<file path="config.mk">
export PLATFORM = sky130hd
export DESIGN_NAME = mask_index_encoder
export DESIGN_NICKNAME = d
export VERILOG_FILES = /design/src/rtl/mask_index_encoder.sv
export SDC_FILE = /design/constraint.sdc
export NUM_CORES = 1
export LEC_CHECK = 0
export ABC_CLOCK_PERIOD_IN_PS = 4570
export BUFFER_PORTS_ARGS = -buffer_cell sky130_fd_sc_hd__buf_2
export CAP_MARGIN = 10
export CORE_MARGIN = 3
export CORE_UTILIZATION = 35
export CTS_CLUSTER_DIAMETER = 80
export DETAILED_ROUTE_END_ITERATION = 6
export PLACE_DENSITY_LB_ADDON = 0.15
export SETUP_SLACK_MARGIN = 0.3
export SYNTH_ARGS = -nofsm -noshare
export SYNTH_HDL_FRONTEND = slang
export SYNTH_SLANG_ARGS = --single-unit
</file>
<file path="constraint.sdc">
create_clock -name clk -period 4.57 [get_ports clk]
set_clock_uncertainty 0.2 [all_clocks]
set_input_delay 0.6855 -clock clk [delete_from_list [all_inputs] [get_ports clk]]
set_output_delay 0.6855 -clock clk [all_outputs]
set_load 0.005 [all_outputs]
</file>
<file path="src/rtl/mask_index_encoder.sv">
// Mask-to-index encoder: takes a register mask and emits the binary index of
// each set bit, lowest first, one per output handshake. A new mask can be
// captured on the final transfer of the current one, so consecutive masks
// stream without a bubble.
module mask_index_encoder #(
  parameter int unsigned WIDTH = 32
) (
  input  logic                     clk,
  input  logic                     rst,
  input  logic                     in_valid,
  output logic                     in_ready,
  input  logic [WIDTH-1:0]         in_mask,
  output logic                     out_valid,
  input  logic                     out_ready,
  output logic [$clog2(WIDTH)-1:0] out_index,
  output logic                     out_last,
  output logic                     busy
);

  localparam int unsigned IDXW = $clog2(WIDTH);

  typedef enum logic {StIdle, StEmit} state_e;

  state_e            state_q, state_d;
  logic [WIDTH-1:0]  mask_q, mask_d;
  logic [IDXW-1:0]   index_q, index_d;
  logic              last_q, last_d;
  logic              accept;

  // State register; index/last are registered from the next-state mask
  always_ff @(posedge clk) begin
    if (rst) begin
      state_q <= StIdle;
      mask_q  <= '0;
      index_q <= '0;
      last_q  <= 1'b0;
    end else begin
      state_q <= state_d;
      mask_q  <= mask_d;
      index_q <= index_d;
      last_q  <= last_d;
    end
  end

  // Next-state: capture masks, clear the lowest bit on each non-final transfer
  always_comb begin
    state_d = state_q;
    mask_d  = mask_q;
    accept  = in_valid & in_ready;
    unique case (state_q)
      StIdle: begin
        // A zero mask is consumed without producing any beat
        if (accept && (in_mask != '0)) begin
          mask_d  = in_mask;
          state_d = StEmit;
        end
      end
      StEmit: begin
        if (out_ready) begin
          if (!last_q) begin
            // index_q is the lowest set bit, so this clears exactly that bit
            mask_d = mask_q & (mask_q - WIDTH'(1));
          end else if (accept && (in_mask != '0)) begin
            mask_d = in_mask;
          end else begin
            mask_d  = '0;
            state_d = StIdle;
          end
        end
      end
      default: begin
        state_d = StIdle;
        mask_d  = '0;
      end
    endcase
  end

  // Priority encode of the next-state mask; the downward scan lets the lowest bit win
  always_comb begin
    index_d = '0;
    for (int i = WIDTH - 1; i >= 0; i--) begin
      if (mask_d[i]) index_d = IDXW'(i);
    end
    last_d = (mask_d != '0) && ((mask_d & (mask_d - WIDTH'(1))) == '0);
  end

  // Outputs; in_ready opens on the final transfer so the next mask follows directly
  always_comb begin
    out_valid = (state_q == StEmit);
    busy      = (state_q == StEmit);
    out_index = index_q;
    out_last  = last_q;
    in_ready  = !rst && ((state_q == StIdle) ||
                         ((state_q == StEmit) && out_ready && last_q));
  end

endmodule

</file>
==> impl_metrics.toml, run 1 <==
[status]
status = "finished, final reports clean"

[detailed_routing]
drt_wl_total_um = 12300
routed_via_density = 6.40
drcViolationCount = 0
ant_nets = 0
drt_iter0_drc = 287
dr_total_vias = 3727
first_pass_iters = 5
wl_per_cell_um = 21.1

[floorplan]
die-area_sq_mm = 0.0103
io_pins = 45
die_h_um = 101
num_rows = 34
initial_utilization_pct = 36.3
coreArea_sq_mm = 0.00876
die_width_um = 101

[synthesis]
netlist_area_sq_mm = 0.00318
ys_async_sr_fraction_pct = 0
synthAdderAreaFrac_pct = 0.315
ys.flop_type = "dfxtp_1"
yosysTopAreaCellShare_pct = 24.5
synth_warnings = 0
ys_seq_elements = 39
synth-compound-area-share_pct = 34.0
synth_top_family_by_area = "simple AND/OR/NAND/NOR gates"
synth_cell_types = 77
yosys.area_share.simple_pct = 35.4
synthXorXnorAreaFrac_pct = 0
synth_area_leaders = "dfxtp_1, nor2_1, nand2_1"
synth_edf_count = 0
synth_cells = 409
ys_seq_area_share_pct = 24.5
synthMuxAreaShare_pct = 0.983
avgSynthCellArea_sq_um = 7.78
syn-num-nets = 445
synth_top_area_cell = "dfxtp_1"

[run]
max_cap_violations = 0

[power_and_ir_drop]
p_comb_share_pct = 42.3
clkPwrFrac_pct = 22.1
vdd_ir_drop_max_mv = 0.128
cellPowerDensity_mw_per_mm2 = 283
swShare_pct = 39.6
switchingPower_mw = 0.427
p_leak_nw = 1.54
p_int_mw = 0.652
seq_power_share_pct = 35.6

[global_route]
overflow = 0
grt_pass1_wl_um = 19000
grt_max_degree = 35
grt_pass1_vias = 3475
grt_use_total_pct = 24.1
antenna_found_initial = 0

[critical_path]
crit_end = "out_last"
ff2ff_setup_slack_ns = 0.59
reg2reg_to = "out_last"
crit_path_end_kind = "flip-flop"
worstPathMaxFanout = 9
crit_slowest_cell = "nor4_1"
cp_slowest_stage_delay_ns = 0.44
cp.depth = 12
rr_startpoint = "mask_q[2]"
worstRegToRegCells = 11
crit_buf_inv = 2
startpoint_type = "input pin"
cp_cell_sequence = "buf_2 -> nor4_1 -> and4_1 -> a21boi_2 -> buf_4 -> a2bb2oi_1 -> nand4_2 -> a211o_1 -> a2111oi_2 -> o221ai_1 -> or4_1 -> nor4b_2"
required_ns = 4.59
critPathLaunch = "in_mask[15]"
crit_arrival_ns = 4.12
critPathTopFamily = "simple AND/OR/NAND/NOR gates"
path_class = "in -> reg"

[timing]
finalHoldViolCount = 0
tightestPinTransition_ns = 0.828
period_share_pct = 89.9
rsz0062_at_grt = "false"
max_slew_margin_pct = 44.7
fmax_ghz = 0.243
period_needed_ns = 4.11
drv_slew = 0
setup_violations = 0
setup_tns_ns = 0

[finish]
fillerInstances = 927
nets = 509
antennaDiodeCount = 0
final_common_cell = "nor2_1"
fin_util_pct = 43.5
regArea_sq_um = 781
multi_input_area_sq_mm = 0.00229
drive_above_1_share_pct = 26.6
areaGrowthSynthToFinish_pct = 19.9
layout_common_cells = "nor2_1, buf_2, dfxtp_1, buf_4, nand2_1"

[cts]
cts_buffers = 5
clk_path_buf_depth = 2
postCtsSetupBuffers = 0
htree_num_levels = 2
cts_hold_buf = 0
postCtsResizedCells = 0
clk_latency_ns = 0.30
root_buffer = "clkbuf_8"
cts_tree = "yes"
cts.sinks = 39
path_clk_slew_ns = 0.08

[placed_design]
routabilityCongestion = 0.976
dp_hpwl_um = 9710
port_buffers = 44

[hold_path]
hold_class = "reg -> reg"
synth_stat cells (4+ instances only):
cell,count
a31oi_1,15
a32oi_1,4
nand3_1,9
a21oi_1,17
nand4_1,11
buf_2,6
and2_1,12
o31ai_1,4
inv_1,13
nor2_1,51
o211ai_1,5
and3_1,4
o21ai_0,15
nand2_1,30
nor4_1,13
o21ai_1,4
nor4_2,4
a211oi_1,6
or3_1,6
nor3_1,10
nand2b_1,4
nor2b_1,10
or4_1,4
o2111ai_1,4
clkbuf_1,13
or2_2,5
a32o_1,8
dfxtp_1,39
o211a_1,7
stage by stage:
stage          cells  power (mW)  hold slack (ns)  setup slack [ns]  instance area (sq um)
5_1_grt          582        1.13            0.504             0.305                   3820
6_report         582        1.08            0.472             0.463                   3820
2_1_floorplan    409       0.679            0.383             0.635                   3180
3_5_place_dp     574       0.831            0.449            0.0793                   3700
3_3_place_gp     574       0.831            0.446             0.181                   3700
4_1_cts          582        1.07            0.470             0.384                   3780
tightest hold or removal path: cells and delay by family, from the launching register on:
family | cells | cell delay (ns)
simple gates | 2 | 0.24
flops | 1 | 0.31
compound gates | 1 | 0.08
power by group through the flow:
stage               Clock, mW  Combinational, mW  Sequential [mW]
floorplan                   0              0.292            0.387
global placement            0              0.440            0.391
detailed placement          0              0.440            0.391
CTS                     0.242              0.443            0.384
global route            0.255              0.492            0.387
finish                  0.239              0.456            0.384
routing by layer:
| metal | part of all wire [%] | vias up | global-route usage (%) | wire [um] |
|---|---|---|---|---|
| li1 | - | 1734 | - | - |
| met1 | 43 | 1771 | 33.0 | 5290 |
| met2 | 45 | 194 | 38.0 | 5570 |
| met3 | 9.1 | 28 | 4.06 | 1120 |
| met4 | 2.6 | 0 | 8.79 | 314 |
| met5 | 0 | - | 0 | 0 |
state kept, by name, indices dropped and copies added (netlist names):
signal / count
out_index: 5
out_last: 1
mask_q: 32
busy: 1
worst min-delay path by stage:
stage	endpoint	from	cells after the start	slack (ns)
6_report	mask_q[22]	mask_q[22]	3	0.47
5_1_grt	mask_q[22]	mask_q[22]	3	0.50
4_1_cts	mask_q[22]	mask_q[22]	3	0.47
3_5_place_dp	mask_q[22]	mask_q[22]	3	0.45
3_3_place_gp	mask_q[16]	mask_q[16]	2	0.45
2_1_floorplan	mask_q[16]	mask_q[16]	2	0.38
logic make-up after synthesis:
| group | after synthesis |
|---|---|
| and+or+nand+nor | 193 |
| adders and majority gates | 1 |
| AOI/OAI and AO/OA | 138 |
| muxes | 3 |
| DFF | 39 |
| buffers and inverters | 35 |
layout make-up:
type / instances / share of cell area (%)
tap: 108 / 3.54
multi-input combinational: 335 / 59.9
timing repair buffer: 79 / 12.7
inverter: 13 / 1.28
clock inverter: 1 / 0.131
sequential: 39 / 20.5
clock buffer: 7 / 2.00
Power figures use the tool's default switching activity.
==> run 2, diff against run 1 <==
- CORE_UTILIZATION: 35 -> 38
==> run 2 against run 1 <==
  * Final cell count decreased by 2.2%
  * Flip-flop and latch count unchanged
  * Critical path type unchanged
  * Clock-buffer cell count unchanged
  * Non-clock buffer count decreased by 7
  * Sequential share of layout area increased by 0.35 points
  * Global-route usage increased by 0.081 points
  * Power increased by 1.5%
==> impl_metrics.toml, run 2 (synthesis results as in run 1) <==
[status]
status = "finished, final reports clean"

[power_and_ir_drop]
cellPowerDensity_mw_per_mm2 = 292
p_leak_nw = 1.51
vdd_ir_drop_max_mv = 0.136

[timing]
setup_tns_ns = 0
period_needed_ns = 4.12
fmax_ghz = 0.243
hold_slack_ns = 0.465
rsz0062_at_grt = "false"
drv_slew = 0
worst_slack_ns = 0.451
tightestPinTransition_ns = 0.760
max_slew_margin_pct = 48.9
period_share_pct = 90.1
setup_violations = 0
finalHoldViolCount = 0

[detailed_routing]
drt_wl_total_um = 11800
first_pass_iters = 5
routed_via_density = 6.48
drcViolationCount = 0
dr_total_vias = 3688
drt_iter0_drc = 381
ant_nets = 0
wl_per_cell_um = 20.7

[floorplan]
die_h_um = 97.5
num_rows = 32
coreArea_sq_mm = 0.00793
initial_utilization_pct = 40.1
io_pins = 45
die_width_um = 97.5
die-area_sq_mm = 0.00951

[finish]
largest_register_ffs = 32
areaGrowthSynthToFinish_pct = 17.9
layout_common_cells = "nor2_1, buf_2, dfxtp_1, nand2_1, buf_4"
drive_above_1_share_pct = 25.1
fin_util_pct = 47.3
final_common_cell = "nor2_1"
fin_cells = 569
antennaDiodeCount = 0
nets = 502
largest_register = "mask_q"

[cts]
htree_num_levels = 2
cts_tree = "yes"
path_clk_slew_ns = 0.08
root_buffer = "clkbuf_8"
clk_latency_ns = 0.30
cts.sinks = 39
cts_hold_buf = 0
clk_path_buf_depth = 2
cts_buffers = 5

[run]
max_cap_violations = 0

[global_route]
grt_use_total_pct = 24.2
grt_pass1_wl_um = 18500
overflow = 0
grt_pass1_vias = 3369
antenna_found_initial = 0
grt_max_degree = 35

[hold_path]
hold_depth = 2
hold_class = "reg -> reg"

[placed_design]
dp_slack_ns = 0.132
placed_cells = 559
port_buffers = 44
dp_hpwl_um = 9170
routabilityCongestion = 0.917

[critical_path]
ff2ff_setup_slack_ns = 0.51
cp_cell_sequence = "buf_2 -> nor4_1 -> and4_1 -> a21boi_2 -> buf_4 -> a2bb2oi_1 -> nand4_2 -> a211o_1 -> a2111oi_2 -> o221ai_1 -> or4_1 -> nor4b_2"
required_ns = 4.59
crit_arrival_ns = 4.14
crit_slowest_cell = "nor4_1"
cp_slowest_stage_delay_ns = 0.47
worstRegToRegCells = 9
worstPathMaxFanout = 12
startpoint_type = "input pin"
path_class = "in -> reg"
crit_path_end_kind = "flip-flop"
run 2: path summary, 6_finish.rpt:
kind	from	endpoint
worst max-delay path	in_mask[15]	out_last
worst min-delay path	mask_q[16]	mask_q[16]
worst max register to register	busy	out_last
worst min register to register	mask_q[16]	mask_q[16]
run 2: critical path: cells and delay by family:
kind | cells | cell delay (ns)
buffers and inverters | 2 | 0.33
and+or+nand+nor | 5 | 1.73
AOI/OAI and AO/OA | 5 | 1.40
run 2: routing by layer:
layer | vias up | share of wire, % | global-route usage (%) | wire length [um]
met5 | - | 0 | 0 | 0
met1 | 1748 | 45 | 34.4 | 5280
met2 | 202 | 43 | 35.4 | 5120
met3 | 20 | 9.6 | 6.60 | 1130
met4 | 0 | 2.1 | 7.35 | 242
li1 | 1718 | - | - | -
run 2: through the flow:
step	instance area, sq um	power (mW)
after floorplan	3180	0.679
after global placement	3620	0.817
after detailed placement	3620	0.815
after CTS	3730	1.09
after global routing	3750	1.15
final	3750	1.09
run 2: cell type report:
| cell class | instances | area (sq um) |
|---|---|---|
| repair buffers | 72 | 430 |
| clock inverters | 1 | 7.51 |
| multi-input cells | 335 | 2260 |
| well taps | 102 | 128 |
| clock buffers | 7 | 96.3 |
| flip-flops and latches | 39 | 781 |
| fillers | 810 | 4180 |
| inverters | 13 | 48.8 |
run 2: repair_timing:
item	in CTS	in global routing
endpoints found under the hold margin	0	0
resized for setup	0	2
setup buffers	0	2
endpoints found under the setup margin	0	1
run 2: report_power, final:
group | switching [mW] | internal (mW) | leakage (nW) | total, mW
Sequential | 0.0234 | 0.362 | 0.319 | 0.386
Clock | 0.138 | 0.138 | 0.0505 | 0.276
Combinational | 0.262 | 0.172 | 1.14 | 0.434
Total | 0.423 | 0.672 | 1.51 | 1.09
